## src/rtl/mem_port_arbiter.sv

```systemverilog
// Shares one single-port fixed-latency memory between IF and D; D wins ties (optional fairness via MEMARB_FAIR_EN).
// Latency: request sampled in IDLE at t -> mem_en_o at t+1 -> stall released at t+LAT+2; one transaction in flight.
// Backpressure: each requester holds its request while its combinational stall is high.
module mem_port_arbiter #(
    parameter int WORD       = 32,
    parameter int ADDR       = 16,
    parameter int LAT        = 2,
    parameter int STARVE_MAX = 4
) (
    input  logic            clk,
    input  logic            rst,
    input  logic            if_req_i,
    input  logic [ADDR-1:0] if_addr_i,
    output logic [WORD-1:0] if_inst_o,
    output logic            if_stall_o,
    input  logic            d_req_i,
    input  logic            d_we_i,
    input  logic [ADDR-1:0] d_addr_i,
    input  logic [WORD-1:0] d_wdata_i,
    output logic [WORD-1:0] d_rdata_o,
    output logic            d_stall_o,
    output logic            mem_en_o,
    output logic            mem_we_o,
    output logic [ADDR-1:0] mem_addr_o,
    output logic [WORD-1:0] mem_wdata_o,
    input  logic [WORD-1:0] mem_rdata_i
);

    localparam int CW = 4;

    typedef enum logic [1:0] {IDLE, ISSUE, WAIT, DONE} state_t;

    state_t          state, state_nxt;
    logic            owner_d;
    logic [CW-1:0]   cnt;
    logic [ADDR-1:0] addr_q;
    logic            we_q;
    logic [WORD-1:0] wdata_q;
    logic            any_req;
    logic            grant_d;

    assign any_req = if_req_i | d_req_i;

`ifdef MEMARB_FAIR_EN
    localparam int SW = $clog2(STARVE_MAX + 1) + 1;
    logic [SW-1:0] starve;

    // IF overrides D once it has been passed over STARVE_MAX times in a row
    assign grant_d = d_req_i & ~(if_req_i & (starve == SW'(STARVE_MAX)));

    always_ff @(posedge clk or negedge rst) begin
        if (!rst) begin
            starve <= '0;
        end else if (state == IDLE && any_req) begin
            if (grant_d && if_req_i) starve <= starve + 1'b1;
            else                     starve <= '0;
        end
    end
`else
    assign grant_d = d_req_i;
`endif

    always_ff @(posedge clk or negedge rst) begin
        if (!rst) state <= IDLE;
        else      state <= state_nxt;
    end

    always_comb begin
        state_nxt = state;
        case (state)
            IDLE:    if (any_req) state_nxt = ISSUE;
            ISSUE:   state_nxt = WAIT;
            WAIT:    if (cnt == '0) state_nxt = DONE;
            DONE:    state_nxt = IDLE;
            default: state_nxt = IDLE;
        endcase
    end

    always_comb begin
        mem_en_o    = (state == ISSUE);
        mem_we_o    = (state == ISSUE) & we_q;
        mem_addr_o  = addr_q;
        mem_wdata_o = wdata_q;
        if_stall_o  = if_req_i & ~((state == DONE) & ~owner_d);
        d_stall_o   = d_req_i  & ~((state == DONE) &  owner_d);
    end

    // WAIT lasts LAT cycles; the last one is the cycle memory data is valid
    always_ff @(posedge clk or negedge rst) begin
        if (!rst) begin
            owner_d   <= 1'b0;
            addr_q    <= '0;
            we_q      <= 1'b0;
            wdata_q   <= '0;
            cnt       <= '0;
            if_inst_o <= '0;
            d_rdata_o <= '0;
        end else begin
            case (state)
                IDLE: begin
                    if (any_req) begin
                        owner_d <= grant_d;
                        addr_q  <= grant_d ? d_addr_i : if_addr_i;
                        we_q    <= grant_d & d_we_i;
                        if (grant_d) wdata_q <= d_wdata_i;
                    end
                end
                ISSUE: cnt <= CW'(LAT - 1);
                WAIT: begin
                    if (cnt != '0) begin
                        cnt <= cnt - 1'b1;
                    end else if (!owner_d) begin
                        if_inst_o <= mem_rdata_i;
                    end else if (!we_q) begin
                        d_rdata_o <= mem_rdata_i;
                    end
                end
                default: ;
            endcase
        end
    end

endmodule

```

## config.mk

```make
export PLATFORM = sky130hd
export DESIGN_NAME = mem_port_arbiter
export DESIGN_NICKNAME = d
export VERILOG_FILES = /design/src/rtl/mem_port_arbiter.sv
export SDC_FILE = /design/constraint.sdc
export NUM_CORES = 1
export LEC_CHECK = 0
export CAP_MARGIN = 20
export CORE_ASPECT_RATIO = 0.7
export CORE_UTILIZATION = 43
export DETAILED_ROUTE_END_ITERATION = 10
export HOLD_SLACK_MARGIN = 0.08
export PLACE_DENSITY = 0.82
export SETUP_SLACK_MARGIN = 0.15
export SKIP_LAST_GASP = 1
export SLEW_MARGIN = 20
export SYNTH_ARGS = -nofsm -noshare
export SYNTH_HDL_FRONTEND = slang
export SYNTH_SLANG_ARGS = --single-unit
```

## constraint.sdc

```tcl
create_clock -name clk -period 2.5 [get_ports clk]
set_clock_uncertainty 0.05 [all_clocks]
set_input_delay 0.375 -clock clk [delete_from_list [all_inputs] [get_ports clk]]
set_output_delay 0.375 -clock clk [all_outputs]
set_load 0.01 [all_outputs]
```

After elaboration in Yosys (flattened, before gate mapping)
Index checks and enable logic that the tools add are counted.
- $add $sub $neg: 1
- equality and inequality tests: 6
- muxes and demuxes: 6
- bitwise operators: 12
- reductions and logical operators: 10
- operators with widths (cell ; count):
    two-way mux 16 bit ; 1
    case mux 2 bit (4 select lines) ; 1
    case mux 4 bit (2 select lines) ; 1
    AND 1 bit ; 6
    inequality test 2 bit (second input constant) ; 3
    AND reduction 2 bit ; 3
    AND reduction 3 bit ; 2
    inverter 1 bit ; 5
    equality test 2 bit (second input constant) ; 2
    logical NOT 4 bit ; 1
    two-way mux 2 bit ; 2
    two-way mux 4 bit ; 1
    AND reduction 4 bit ; 1
    nonzero test 4 bit ; 1
    subtractor 4 x 1 -> 4 bit (second input constant) ; 1
    equality test 2 x 1 -> 1 bit (second input constant) ; 1
    logical NOT 2 bit ; 1
    nonzero test 2 bit ; 1
    OR 1 bit ; 1
- register bits: 120
- output and inout bits: 116

Logic depth before layout (Yosys ltp)
- depth in word-level cells: 4
- mapped depth: 7

Worst setup path before layout
No wires, ideal clock.
- path type: register -> register
- start point: register cnt[0]
- end point: register if_inst_o[10]
- library setup time: 0.125 ns
- arrival: 1.630 ns
- path slack: 0.695 ns
- stages on the path, launching flop included: 8
- buffers on the path: 2
- period minus slack after synthesis: 1.805 ns
- path through: dfrtp_1 inv_1 ha_1 nor3b_4 and3_1 buf_6 buf_12 mux2_4
- word-level cells in the longest chain between the ends: 3
- ends and longest elaborated chain (element ; line ; RTL):
    from (decl) ; 35 ; logic [CW-1:0] cnt;
    from (signal assigned) ; 108 ; ISSUE: cnt <= CW'(LAT - 1);
    from (signal assigned) ; 111 ; cnt <= cnt - 1'b1;
    nonzero test 4 bit ; 110 ; if (cnt != '0) begin
    inverter 1 bit (no line) ; - ;
    AND reduction 3 bit (no line) ; - ;
    to (signal assigned) ; 113 ; if_inst_o <= mem_rdata_i;
    to (decl) ; 14 ; output logic [WORD-1:0] if_inst_o,
No other way between the ends.
A chain may end at the register's enable or synchronous reset.

Worst setup path in the final report
- start point: register cnt[0]
- end point: register d_rdata_o[1]
- word-level cells in the longest chain between the ends: 3
- ends and longest elaborated chain (element ; line ; RTL):
    nonzero test 4 bit ; 110 ;
    inverter 1 bit (no line) ; - ;
    AND reduction 4 bit (no line) ; - ;
    to (signal assigned) ; 115 ; d_rdata_o <= mem_rdata_i;
    to (decl) ; 20 ; output logic [WORD-1:0] d_rdata_o,
No other way between the ends.

==> impl_metrics.tcl <==
set metrics [dict create \
    slowest_delay_ps 520 \
    p_leak_nw 3.69 \
    multi_input_area_um2 1930 \
    hold_class "reg2reg" \
    firstDrtPassIters 4 \
    postCtsSetupBuffers 0 \
    design_area_um2 8150 \
    place_hpwl_um 9130 \
    grt_setup_unrepaired "true" \
    crit_arrival_ps 2520 \
    crit_buf_inv 1 \
    report.final.slew_viol_count 0 \
    synth_nets 429 \
    postPlaceCellArea_um2 7420 \
    grt_pass1_wl_um 20700 \
    area_delta_synth_final_pct 60.6 \
    tightestPinTransition_ps 556 \
    period_needed_ps 2290 \
    core_area_um2 11300 \
    crit_fanout 10 \
    antenna_cells 0 \
    routabilityCongestion 0.782 \
    fin_crit_sh_pct 91.5 \
    synthCells 322 \
    pin_count 217 \
    io_buffers 216 \
    pre_cts_slack_ps 156 \
    final-setup-viol-count 0 \
    ant_nets 0 \
    crit_family "simple AND/OR/NAND/NOR gates" \
    crit_path_top_delay_cell "nand4b_2" \
    antenna_found_initial 0 \
    status "completed" \
    vias 3490 \
    ys_warn_count 0 \
    die_height_um 92.9 \
    htreeDepth 4 \
    layout_setup_ws_ps 212 \
    ys_ff_latch 120 \
    drive_gt1_share_pct 25.9 \
    synth.distinct_cells 28 \
    synthTopCellsByArea "dfrtp_1, mux2_4, mux2_2" \
    max-slew-margin-rel_pct 63.0 \
    drcViolationCount 0 \
    synth_top_cell_by_area "dfrtp_1" \
    ir_drop_mv 0.744 \
    seq_area_frac_synth_pct 59.1 \
    path_cells "inv_1, ha_1, nor3b_4, nand4b_2, mux2_4" \
    synth.top_cell.area_share_pct 59.1 \
    finalPower_w 0.0112 \
    clock.fmax_mhz 437 \
    hold_ws_ps 430 \
    async_flop_share_pct 100 \
    die_w_um 132 \
    wl_per_cell_um 18.3 \
    final_nets 661 \
    fin_tns_setup_ps 0 \
    cts_max_path_buffers 2 \
    hold_viol 0 \
    synth.most_common_cell "dfrtp_1" \
    cts_tree "yes" \
    nFillCells 721 \
    cap_violations 0 \
    synth_ff_type "dfrtp_1" \
    global_route.usage.total_pct 22.8 \
    cts_sinks 120 \
    grt_max_degree 59 \
    cp.required_ps 2740 \
    grt_pass1_vias 3751 \
    register_area_um2 3000 \
    grt_overflow 0 \
    synth_edf_count 0 \
    synth.avg_cell_area_um2 15.8 \
    viasPerCell 4.85 \
    root_buffer "clkbuf_16" \
    cts_buffers 17 \
    drtIter0Drc 143 \
    clkTransAtPathRegs_ps 60 \
    routed_wl_um 13200 \
    initial_core_util_pct 45.1 \
    synth_common_cells "dfrtp_1, mux2_4, mux2_2" \
    clkLatencyLatePin_ps 400 \
    end_kind "register" \
    power_density_nw_per_um2 1370 \
    syn-cell-area_um2 5080 \
    core.rowCount 32 \
    criticalPathCategory "reg2reg" \
    startpoint_type "register" \
    dieArea_um2 12300 \
]
-- repair_timing --
item                                    4_1_cts  5_1_grt
gates resized for setup                       0        3
pin swaps                                     1        0
endpoints found under the setup margin       14        6
cloned                                        1        0
hold buffers                                  1        0
endpoints found under the hold margin        39        0
-- flip-flops by register name (all words and copies together), names as in the netlist --
signal	count
cnt	4
d_rdata_o	32
if_inst_o	32
mem_addr_o	16
mem_wdata_o	32
owner_d	1
state	2
we_q	1
-- path summary, 6_finish.rpt --
kind / from / to / slack, ps / cells after the start
max reg2reg: cnt[0] / d_rdata_o[1] / 210 / 5
min reg2reg: mem_addr_o[1] / mem_addr_o[1] / 430 / 2
min in group asynchronous: rst / d_rdata_o[0] / 470 / 2
min: mem_addr_o[1] / mem_addr_o[1] / 430 / 2
max in group asynchronous: rst / owner_d / 1240 / 3
max: cnt[0] / d_rdata_o[1] / 210 / 5
-- stage by stage --
step	instances	util, %
global placement	686	65.9
finish	720	72.5
CTS	720	72.4
detailed placement	686	65.9
floorplan	322	-
global route	720	72.5
-- power breakdown --
part           leakage (nW)  internal, W  total, W  switching [W]
Clock                 0.342      0.00201   0.00292       0.000909
Combinational          1.91      0.00298   0.00470        0.00173
Sequential             1.44      0.00293   0.00355       0.000620
Total                  3.69      0.00791    0.0112        0.00326
-- cells by family after synthesis --
logic type / share of synthesized area, %
DFF: 59.1
muxes: 29.7
and+or+nand+nor: 3.25
AOI/OAI and AO/OA: 3.20
buffers and inverters: 3.23
adders and majority gates: 1.48
-- routing by layer --
layer  track usage, %  routed length [um]  vias up
met1             28.7                5740     1717
met4             7.17                 199        0
met5                0                   0        -
met2             36.6                6240      153
met3             8.48                 995       15
li1                 -                   -     1605
-- tightest hold or removal path: cells and delay by family (launching register included) --
| family | cells | cell delay, ps |
|---|---|---|
| flops | 1 | 340 |
| simple gates | 1 | 50 |
| compound gates | 1 | 60 |
-- cell usage in the layout, fill, tap and decap left out, types with 5 or more instances in the layout --
master and count:
mux2_4 60, ha_1 5, bufinv_16 7, inv_1 6
mux2_2 37, o21ai_0 17, clkdlybuf4s50_1 214, nand2_1 21
clkbuf_16 17, dfrtp_1 119, mux2i_1 19, buf_4 7
-- layout make-up --
type                            instances  area share, %
Sequential cell                       120           36.8
Timing Repair Buffer                  227           28.2
Multi-Input combinational cell        182           23.7
Clock buffer                           18           5.39
Clock inverter                         14           3.27
Tap cell                              153           2.35
Inverter                                6          0.276
No activity file was read; power rests on OpenSTA's default activity.
